==> src/rtl/address_decoder_ws_pkg.sv <==
// rtl/address_decoder_ws_pkg.sv - FSM states and default region map for the wait-state decoder
package address_decoder_ws_pkg;

  typedef enum logic [1:0] {
    ST_IDLE = 2'd0,
    ST_WAIT = 2'd1,
    ST_ACK  = 2'd2
  } state_t;

  localparam int DEF_NUM_REGIONS = 5;
  localparam int DEF_ADDR_W      = 16;
  localparam int DEF_WS_W        = 3;

  // Region i lives in slice i, so region 0 is the rightmost field.
  localparam logic [DEF_NUM_REGIONS*DEF_ADDR_W-1:0] DEF_REGION_BASE =
    {16'h8000, 16'h7000, 16'h5000, 16'h4000, 16'h0000};
  localparam logic [DEF_NUM_REGIONS*DEF_ADDR_W-1:0] DEF_REGION_LIMIT =
    {16'hFFFF, 16'h7003, 16'h6FFF, 16'h4FFF, 16'h3FFF};
  localparam logic [DEF_NUM_REGIONS*DEF_WS_W-1:0] DEF_REGION_WS =
    {3'd3, 3'd0, 3'd2, 3'd1, 3'd0};

endpackage

==> src/rtl/address_decoder_ws_if.sv <==
// rtl/address_decoder_ws_if.sv - CPU-side access bus of the decoder with cpu (master) and decoder (slave) views
interface address_decoder_ws_if #(
  parameter int NUM_REGIONS = 5,
  parameter int ADDR_W      = 16
);
  localparam int IDX_W = (NUM_REGIONS > 1) ? $clog2(NUM_REGIONS) : 1;

  logic [ADDR_W-1:0]      cpu_address;
  logic                   cpu_valid;
  logic                   cpu_rdy;
  logic [NUM_REGIONS-1:0] select;
  logic [IDX_W-1:0]       region_idx;
  logic                   ack;
  logic                   decode_err;
  logic [ADDR_W-1:0]      err_addr;
  logic                   err_clr;

  modport master (
    output cpu_address, cpu_valid, err_clr,
    input  cpu_rdy, select, region_idx, ack, decode_err, err_addr
  );

  modport slave (
    input  cpu_address, cpu_valid, err_clr,
    output cpu_rdy, select, region_idx, ack, decode_err, err_addr
  );
endinterface

==> src/rtl/address_decoder_ws_region_match.sv <==
// rtl/address_decoder_ws_region_match.sv - inclusive base/limit comparator for one region
module region_match_m #(
  parameter int ADDR_W = 16
) (
  input  logic [ADDR_W-1:0] addr,
  input  logic [ADDR_W-1:0] base,
  input  logic [ADDR_W-1:0] limit,
  output logic              hit
);
  // A limit below the base yields an empty range without any special case.
  assign hit = (addr >= base) && (addr <= limit);
endmodule

==> src/rtl/address_decoder_ws.sv <==
// rtl/address_decoder_ws.sv - registered priority region decoder with per-region wait states
// Optional sticky unmapped-address capture: ADDRESS_DECODER_WS_ERR_CAPTURE_EN
module address_decoder_ws
  import address_decoder_ws_pkg::*;
#(
  parameter int NUM_REGIONS = DEF_NUM_REGIONS,
  parameter int ADDR_W      = DEF_ADDR_W,
  parameter int WS_W        = DEF_WS_W,
  parameter logic [NUM_REGIONS*ADDR_W-1:0] REGION_BASE  = DEF_REGION_BASE,
  parameter logic [NUM_REGIONS*ADDR_W-1:0] REGION_LIMIT = DEF_REGION_LIMIT,
  parameter logic [NUM_REGIONS*WS_W-1:0]   REGION_WS    = DEF_REGION_WS
) (
  input logic clk,
  input logic rst,
  address_decoder_ws_if.slave bus
);
  localparam int IDX_W = (NUM_REGIONS > 1) ? $clog2(NUM_REGIONS) : 1;

  logic [NUM_REGIONS-1:0] match;
  logic [NUM_REGIONS-1:0] dec_onehot;
  logic [IDX_W-1:0]       dec_idx;
  logic [WS_W-1:0]        dec_ws;
  logic                   dec_hit;

  state_t                 state;
  logic [WS_W-1:0]        cnt;
  logic [NUM_REGIONS-1:0] select_q;
  logic [IDX_W-1:0]       idx_q;
  logic                   ack_q;
  logic                   err_q;
  logic                   accept;

  for (genvar g = 0; g < NUM_REGIONS; g++) begin : g_match
    region_match_m #(.ADDR_W(ADDR_W)) u_match (
      .addr  (bus.cpu_address),
      .base  (REGION_BASE[g*ADDR_W +: ADDR_W]),
      .limit (REGION_LIMIT[g*ADDR_W +: ADDR_W]),
      .hit   (match[g])
    );
  end

  // Scanning downward lets the lowest matching index overwrite the others.
  always_comb begin
    dec_onehot = '0;
    dec_idx    = '0;
    dec_ws     = '0;
    dec_hit    = 1'b0;
    for (int i = NUM_REGIONS - 1; i >= 0; i--) begin
      if (match[i]) begin
        dec_onehot    = '0;
        dec_onehot[i] = 1'b1;
        dec_idx       = IDX_W'(i);
        dec_ws        = REGION_WS[i*WS_W +: WS_W];
        dec_hit       = 1'b1;
      end
    end
  end

  assign accept = bus.cpu_valid && (state != ST_WAIT);

  always_ff @(posedge clk or posedge rst) begin
    if (rst) begin
      state    <= ST_IDLE;
      cnt      <= '0;
      select_q <= '0;
      idx_q    <= '0;
      ack_q    <= 1'b0;
      err_q    <= 1'b0;
    end else begin
      ack_q <= 1'b0;
      err_q <= 1'b0;
      case (state)
        ST_IDLE, ST_ACK: begin
          if (bus.cpu_valid) begin
            select_q <= dec_onehot;
            idx_q    <= dec_idx;
            cnt      <= dec_ws;
            if (dec_ws != '0) begin
              state <= ST_WAIT;
            end else begin
              state <= ST_ACK;
              ack_q <= 1'b1;
              err_q <= ~dec_hit;
            end
          end else begin
            state    <= ST_IDLE;
            select_q <= '0;
            idx_q    <= '0;
          end
        end
        ST_WAIT: begin
          cnt <= cnt - WS_W'(1);
          if (cnt == WS_W'(1)) begin
            state <= ST_ACK;
            ack_q <= 1'b1;
          end
        end
        default: begin
          state    <= ST_IDLE;
          select_q <= '0;
          idx_q    <= '0;
        end
      endcase
    end
  end

  assign bus.cpu_rdy    = (state != ST_WAIT);
  assign bus.select     = select_q;
  assign bus.region_idx = idx_q;
  assign bus.ack        = ack_q;
  assign bus.decode_err = err_q;

`ifdef ADDRESS_DECODER_WS_ERR_CAPTURE_EN
  logic [ADDR_W-1:0] err_addr_q;
  logic              err_held;

  // A clear in the same cycle as a new error re-arms and takes the new address.
  always_ff @(posedge clk or posedge rst) begin
    if (rst) begin
      err_addr_q <= '0;
      err_held   <= 1'b0;
    end else if (accept && !dec_hit && (!err_held || bus.err_clr)) begin
      err_addr_q <= bus.cpu_address;
      err_held   <= 1'b1;
    end else if (bus.err_clr) begin
      err_addr_q <= '0;
      err_held   <= 1'b0;
    end
  end

  assign bus.err_addr = err_addr_q;
`else
  logic unused_err_inputs;
  assign unused_err_inputs = bus.err_clr ^ accept;
  assign bus.err_addr      = '0;
`endif

endmodule

==> src/flat_wrapper.sv <==
// flat-port wrapper written by rule: the top's interface ports become plain ports
module address_decoder_ws_flat import address_decoder_ws_pkg::*;
#(
  parameter int NUM_REGIONS = DEF_NUM_REGIONS,
  parameter int ADDR_W      = DEF_ADDR_W,
  parameter int WS_W        = DEF_WS_W,
  parameter logic [NUM_REGIONS*ADDR_W-1:0] REGION_BASE  = DEF_REGION_BASE,
  parameter logic [NUM_REGIONS*ADDR_W-1:0] REGION_LIMIT = DEF_REGION_LIMIT,
  parameter logic [NUM_REGIONS*WS_W-1:0]   REGION_WS    = DEF_REGION_WS
)
  (clk, rst, bus_cpu_address, bus_cpu_valid, bus_err_clr, bus_cpu_rdy, bus_select, bus_region_idx, bus_ack, bus_decode_err, bus_err_addr);
  address_decoder_ws_if #(.NUM_REGIONS(NUM_REGIONS), .ADDR_W(ADDR_W)) bus_i ();
  input logic clk;
  input logic rst;
  input wire logic [$bits(bus_i.cpu_address)-1:0] bus_cpu_address;
  input wire logic [$bits(bus_i.cpu_valid)-1:0] bus_cpu_valid;
  input wire logic [$bits(bus_i.err_clr)-1:0] bus_err_clr;
  output wire logic [$bits(bus_i.cpu_rdy)-1:0] bus_cpu_rdy;
  output wire logic [$bits(bus_i.select)-1:0] bus_select;
  output wire logic [$bits(bus_i.region_idx)-1:0] bus_region_idx;
  output wire logic [$bits(bus_i.ack)-1:0] bus_ack;
  output wire logic [$bits(bus_i.decode_err)-1:0] bus_decode_err;
  output wire logic [$bits(bus_i.err_addr)-1:0] bus_err_addr;
  assign bus_i.cpu_address = bus_cpu_address;
  assign bus_i.cpu_valid = bus_cpu_valid;
  assign bus_i.err_clr = bus_err_clr;
  assign bus_cpu_rdy = bus_i.cpu_rdy;
  assign bus_select = bus_i.select;
  assign bus_region_idx = bus_i.region_idx;
  assign bus_ack = bus_i.ack;
  assign bus_decode_err = bus_i.decode_err;
  assign bus_err_addr = bus_i.err_addr;
  address_decoder_ws #(.NUM_REGIONS(NUM_REGIONS), .ADDR_W(ADDR_W), .WS_W(WS_W), .REGION_BASE(REGION_BASE), .REGION_LIMIT(REGION_LIMIT), .REGION_WS(REGION_WS)) u_core (.clk(clk), .rst(rst), .bus(bus_i));
endmodule
==> config.mk <==
export PLATFORM = sky130hd
export DESIGN_NAME = address_decoder_ws_flat
export DESIGN_NICKNAME = d
export VERILOG_FILES = /design/src/rtl/address_decoder_ws_pkg.sv /design/src/rtl/address_decoder_ws_if.sv /design/src/rtl/address_decoder_ws_region_match.sv /design/src/rtl/address_decoder_ws.sv /design/src/flat_wrapper.sv
export SDC_FILE = /design/constraint.sdc
export NUM_CORES = 1
export LEC_CHECK = 0
export BUFFER_PORTS_ARGS = -buffer_cell sky130_fd_sc_hd__buf_2
export CAP_MARGIN = 25
export CORE_MARGIN = 2
export CORE_UTILIZATION = 38
export DETAILED_ROUTE_END_ITERATION = 10
export PLACE_DENSITY = 0.71
export SLEW_MARGIN = 20
export SYNTH_ARGS = -nofsm -noshare
export SYNTH_HDL_FRONTEND = slang
export SYNTH_SLANG_ARGS = --single-unit
export TNS_END_PERCENT = 100
==> constraint.sdc <==
create_clock -name clk -period 1.1 [get_ports clk]
set_input_delay 0.165 -clock clk [delete_from_list [all_inputs] [get_ports clk]]
set_output_delay 0.165 -clock clk [all_outputs]
set_load 0.02 [all_outputs]
# ---- After elaboration in Yosys (flattened, before gate mapping)
# Cells that the tools add are included.
dict set report classes {
  add_sub_neg 1
  order_cmp 10
  n_eq_ne 6
  muxes 37
  bitwise_logic 1
  reduce_logical 10
}
# operator n
set op_table {}
lappend op_table {{greater-or-equal comparator 16 x 15 -> 1 bit (second input constant)} 3}
lappend op_table {{less-or-equal comparator 16 x 15 -> 1 bit (second input constant)} 3}
lappend op_table {{two-way mux 5 bit} 6}
lappend op_table {{two-way mux 3 bit} 7}
lappend op_table {{greater-or-equal comparator 16 x 1 -> 1 bit (second input constant)} 1}
lappend op_table {{greater-or-equal comparator 16 bit (second input constant)} 1}
lappend op_table {{less-or-equal comparator 16 x 14 -> 1 bit (second input constant)} 1}
lappend op_table {{less-or-equal comparator 16 bit (second input constant)} 1}
lappend op_table {{two-way mux 2 bit} 8}
lappend op_table {{case mux 3 bit (2 select lines)} 2}
lappend op_table {{two-way mux 1 bit} 11}
lappend op_table {{case mux 5 bit (2 select lines)} 1}
lappend op_table {{logical AND 1 bit} 5}
lappend op_table {{inequality test 2 x 1 -> 1 bit (second input constant)} 2}
lappend op_table {{case mux 2 bit (2 select lines)} 1}
lappend op_table {{equality test 3 x 1 -> 1 bit (second input constant)} 1}
lappend op_table {{nonzero test 3 bit} 1}
lappend op_table {{subtractor 3 x 1 -> 3 bit (second input constant)} 1}
lappend op_table {{equality test 2 x 1 -> 1 bit (second input constant)} 1}
lappend op_table {{equality test 2 bit (second input constant)} 1}
lappend op_table {{logical NOT 2 bit} 1}
lappend op_table {{inequality test 2 bit (second input constant)} 1}
lappend op_table {{case mux 1 bit (2 select lines)} 1}
lappend op_table {{AND reduction 2 bit} 1}
lappend op_table {{other kinds (3)} 3}
dict set report word_totals {
  ff_bits 15
  inputBits 20
  output_inout_bits 27
}

# ---- Depth between registers and ports, before layout
dict set report logic_depth {
  depth_word 11
  mapped_depth 5
  ltp_nobuf 5
}

# ---- Cells and area by module
# From an unflattened synthesis, not the netlist that was laid out.
dict set report hier_totals {
  hier_cells 627
  hier_area_um2 4822.1
}
# mod instances cells_per_inst area_each_um2 seq_area_each_um2
set modules_own_cells {}
lappend modules_own_cells {region_match_m 5 110 807.0 0.0}
lappend modules_own_cells {address_decoder_ws 1 77 787.0 350.3}

# ---- Worst setup path after synthesis
# Ideal clock, no wire load.
dict set report synth_timing {
  path_kind {reg-to-reg}
  startpoint {register u_core.state[1]}
  endpoint {register u_core.cnt[1]}
  setup_ns 0.123
  arrival_ns 0.938
  setup_slack_ns 0.039
  stages_incl_launch_ff 5
  path_buffers 0
  path_cell_list {dfrtp_1 -> and2b_4 -> inv_1 -> o21ai_0 -> o21ai_1}
}
dict set report synth_between {
  elab_chain_len 4
  elab_cells_between_ends 8
  classes_between {3 x eq/ne; 1 x mux; 4 x reduce/logical}
}
# element line
set synth_rtl {}
lappend synth_rtl {{from (decl)} address_decoder_ws.sv:25} ;# state_t state;
lappend synth_rtl {{from (signal assigned)} address_decoder_ws.sv:63} ;# state <= ST_IDLE;
lappend synth_rtl {{from (signal assigned)} address_decoder_ws.sv:79} ;# state <= ST_WAIT;
lappend synth_rtl {{from (signal assigned)} address_decoder_ws.sv:81} ;# state <= ST_ACK;
lappend synth_rtl {{equality test 2 bit / logical NOT 2 bit (equally long branches)} address_decoder_ws.sv:72} ;# case (state)
lappend synth_rtl {{OR reduction 2 bit} address_decoder_ws.sv:72}
lappend synth_rtl {{inequality test 2 bit (no line) / nonzero test 2 bit (equally long branches)} n/a}
lappend synth_rtl {{AND reduction 2 bit (no line)} n/a}
lappend synth_rtl {{to (signal assigned)} address_decoder_ws.sv:77} ;# cnt <= dec_ws;
lappend synth_rtl {{to (signal assigned)} address_decoder_ws.sv:92} ;# cnt <= cnt - WS_W'(1);
lappend synth_rtl {{to (decl)} address_decoder_ws.sv:26} ;# logic [WS_W-1:0] cnt;
# Several ways; a longest one is shown, not always the timed one.
# A chain may end at the register's enable or synchronous reset.

# ---- Worst setup path in the final report
dict set report layout_timing {
  startpoint {register u_core.state[1]}
  endpoint {output port bus_cpu_rdy}
}
dict set report layout_between {
  elab_chain_len 1
}
# element line
set layout_rtl {}
lappend layout_rtl {{inequality test 2 x 1 -> 1 bit} n/a}
lappend layout_rtl {{to (decl)} flat_wrapper.sv:18} ;# output wire logic [$bits(bus_i.cpu_rdy)-1:0] bus_cpu_rdy;
# Every way passes these cells.

==> flow_summary_export.csv <==
group,metric,value,unit
drt,dr.pass1.iters,4,
min_path,min_path_type,"input pin to register",
drt,vias_per_cell,4.55,
pwr,p_switching,0.855,mW
die,die-area,2490,µm²
global_routing,grt_max_degree,15,
sta,clock_skew,6.69,ps
die,io_pins,47,
drt,drt_wl_total,1710,µm
synth,synth_top_family_by_area,"buffers and inverters",
sta,fin_hold_ws,138,ps
setup_path,cp.required,940,ps
global_routing,track_usage,14.5,%
sta,worst_pin_slew,541,ps
global_routing,antenna_found_initial,0,
drt,drc,0,
setup_path,critical-path-top-delay-family,"flip-flops",
pwr,comb_power_share,50.8,%
synth,ys_types,28,
place,port_buffers,27,
synth,async_flop_share,100,%
drt,wire_per_inst,11.6,µm
cts,cts_max_level,1,
synth,synthFlopType,"dfrtp_1",
job,maxCapViolCount,0,
setup_path,worst-path-max-fanout,2,
layout,final_cells,147,
sta,rsz0062_at_grt,"true",
sta,relSlewSlack,63.9,%
pwr,ir_drop,991,µV
synth,syn_area,800,µm²
setup_path,end_kind,"primary output",
layout,fillers,181,
outcome,status,"finished, violations left",
layout,syn2layout_area_growth,32.7,%
synth,yosys_warnings,0,
synth,yosysSeqAreaShare,43.8,%
setup_path,path_cells,"and2b_4, inv_2, buf_6",
synth,synthMuxAreaShare,1.25,%
synth,synthAdderAreaFrac,3.13,%
cts,clk_path_buf_depth,2,
drt,initialDrtViolationCount,11,
cts,clock-sinks,14,
global_routing,grt-ovfl-total,0,
place,dp_slack,-33.3,ps
pwr,leakage,0.592,nW
sta,period_minus_slack,1240,ps
die,rows,16,
synth,ys_seq_elements,14,
synth,post_synth_xor_area_fraction,1.10,%
place,hpwl,1240,µm
cts,root_buffer,"clkbuf_4",
setup_path,crit_slowest_cell,"dfrtp_1",
pwr,p_sw_share,37.9,%
layout,num-nets-final,143,
die,coreArea,1980,µm²
synth,postSynthAreaPerCell,9.87,µm²
global_routing,grt_pass1_wl,2590,µm
layout,antenna_cells,0,
pwr,p_clk_share,16.6,%
layout,final_area,1060,µm²
pwr,p_int,1.40,mW
sta,setup_ws,-141,ps
pwr,pwr-share-seq,32.6,%
sta,drv_slew,0,
die,die_w,49.9,µm
cts,clock_latency,290,ps
sta,timing.fmax,0.806,GHz
global_routing,grt_pass1_vias,583,
place,placed_area,931,µm²
die,die_h,49.9,µm
die,start_util,40.3,%
setup_path,worstPathArrival,1080,ps
setup_path,critical_path_class,"register to primary output",
outcome,violations,"negative setup slack",
setup_path,cp-start-kind,"register",
synth,synth-edff-count,0,
layout,drive_gt1_share,45.8,%
sta,tns,-1140,ps
sta,hold_violations,0,
sta,finalCritPeriodShare,113,%
synth,synthSimpleGateAreaFrac,17.5,%
drt,ant_nets,0,
drt,vias,669,
synth,synth_cells,81,
setup_path,max_stage_delay,370,ps
cts,tritoncts,"yes",
sta,setup_viol,14,
place,dp.cells,138,
place,gp_congestion,0.813,
cts,cts_inserted_buffers,3,
synth,synth_compound_area_share,13.0,%
cts,clkSlewWorstSetupHoldPaths,90,ps
setup_path,crit_buf_inv,2,
pwr,powerDensity,2130,nW/µm²
worst paths after layout:
kind	from	endpoint	slack, ps	cells past startpoint
max	u_core.state[1]	bus_cpu_rdy	-140	3
min in group asynchronous	rst	u_core.bus.ack	450	3
min	bus_cpu_address[15]	u_core.bus.region_idx[2]	140	2
min reg2reg	u_core.bus.select[3]	u_core.bus.select[3]	500	2
max in group asynchronous	rst	u_core.bus.select[2]	280	3
max reg2reg	u_core.state[0]	u_core.bus.region_idx[0]	-110	4
metal layers:
| metal | up-vias | GRT usage [%] | wire (µm) |
|---|---|---|---|
| li1 | 324 | - | - |
| met3 | 3 | 6.06 | 126 |
| met1 | 316 | 16.8 | 742 |
| met4 | 0 | 8.33 | 29 |
| met2 | 26 | 22.4 | 812 |
| met5 | - | 0 | 0 |
metrics by stage:
| step | utilization [%] | power, mW |
|---|---|---|
| 2_1_floorplan | - | 1.40 |
| 3_3_place_gp | 47.0 | 1.61 |
| 6_report | 53.5 | 2.25 |
| 5_1_grt | 53.5 | 2.43 |
| 4_1_cts | 51.5 | 2.18 |
| 3_5_place_dp | 47.0 | 1.64 |
logic make-up (layout without fill, tap and decap cells):
logic type,after synthesis,after routing
buffers and inverters,23,47
AND/OR/NAND/NOR,24,24
XOR/XNOR,1,1
adder cells (fa/ha/maj),2,2
multiplexers,1,1
flip-flops,14,14
AO/OA/AOI/OAI,15,15
other,1,16
Yosys cell counts (2+ instances only):
master,n,area share (%)
buf_4,17,16
dfrtp_1,14,44
nand2_1,8,3.8
a22o_1,5,5.5
inv_1,5,2.3
a21oi_1,2,1.3
a22oi_1,2,1.9
and4bb_2,2,3.1
ha_1,2,3.1
nand3_1,2,1.3
nor2_1,2,0.94
nor3_1,2,1.3
nor4_1,2,1.6
o21ai_1,2,1.3
cells in the final DEF, fill, tap and decap left out, types with 2 or more instances in the layout:
cell type	netlist	routed
a22o_1	5	5
dfrtp_1	14	14
inv_1	5	4
buf_4	17	8
nor4_1	2	2
ha_1	2	2
nor2_1	2	2
conb_1	1	16
a22oi_2	0	2
nand2_1	8	8
buf_6	1	3
o21ai_1	2	2
clkbuf_4	0	3
and4bb_2	2	2
buf_2	0	26
power groups by stage:
stage          logic, mW  clock network [mW]  registers [mW]
3_3_place_gp       0.875                   0           0.737
6_report            1.15               0.373           0.736
5_1_grt             1.25               0.426           0.753
3_5_place_dp       0.888                   0           0.749
2_1_floorplan      0.604                   0           0.793
4_1_cts             1.06               0.392           0.729
area by class of cell:
type | instances | area (µm²) | area share [%]
well taps | 27 | 33.8 | 3.18
repair buffers | 38 | 234 | 22.1
inverters | 5 | 18.8 | 1.77
multi-input cells | 59 | 388 | 36.6
clock buffers | 4 | 36.3 | 3.42
flip-flops and latches | 14 | 350 | 33.0
flip-flops by register name, summed over array words and instances (netlist names):
| name | cells |
|---|---|
| u_core.bus.ack | 1 |
| u_core.bus.decode_err | 1 |
| u_core.bus.region_idx | 3 |
| u_core.bus.select | 4 |
| u_core.cnt | 3 |
| u_core.state | 2 |
what timing repair did:
item | 4_1_cts | 5_1_grt
endpoints found under the hold margin | 14 | 0
setup buffers | 3 | 2
gates resized for setup | 8 | 8
endpoints found under the setup margin | 10 | 15
pin swaps | 4 | 4
hold buffers | 1 | 0
(Power assumes the default switching activity.)
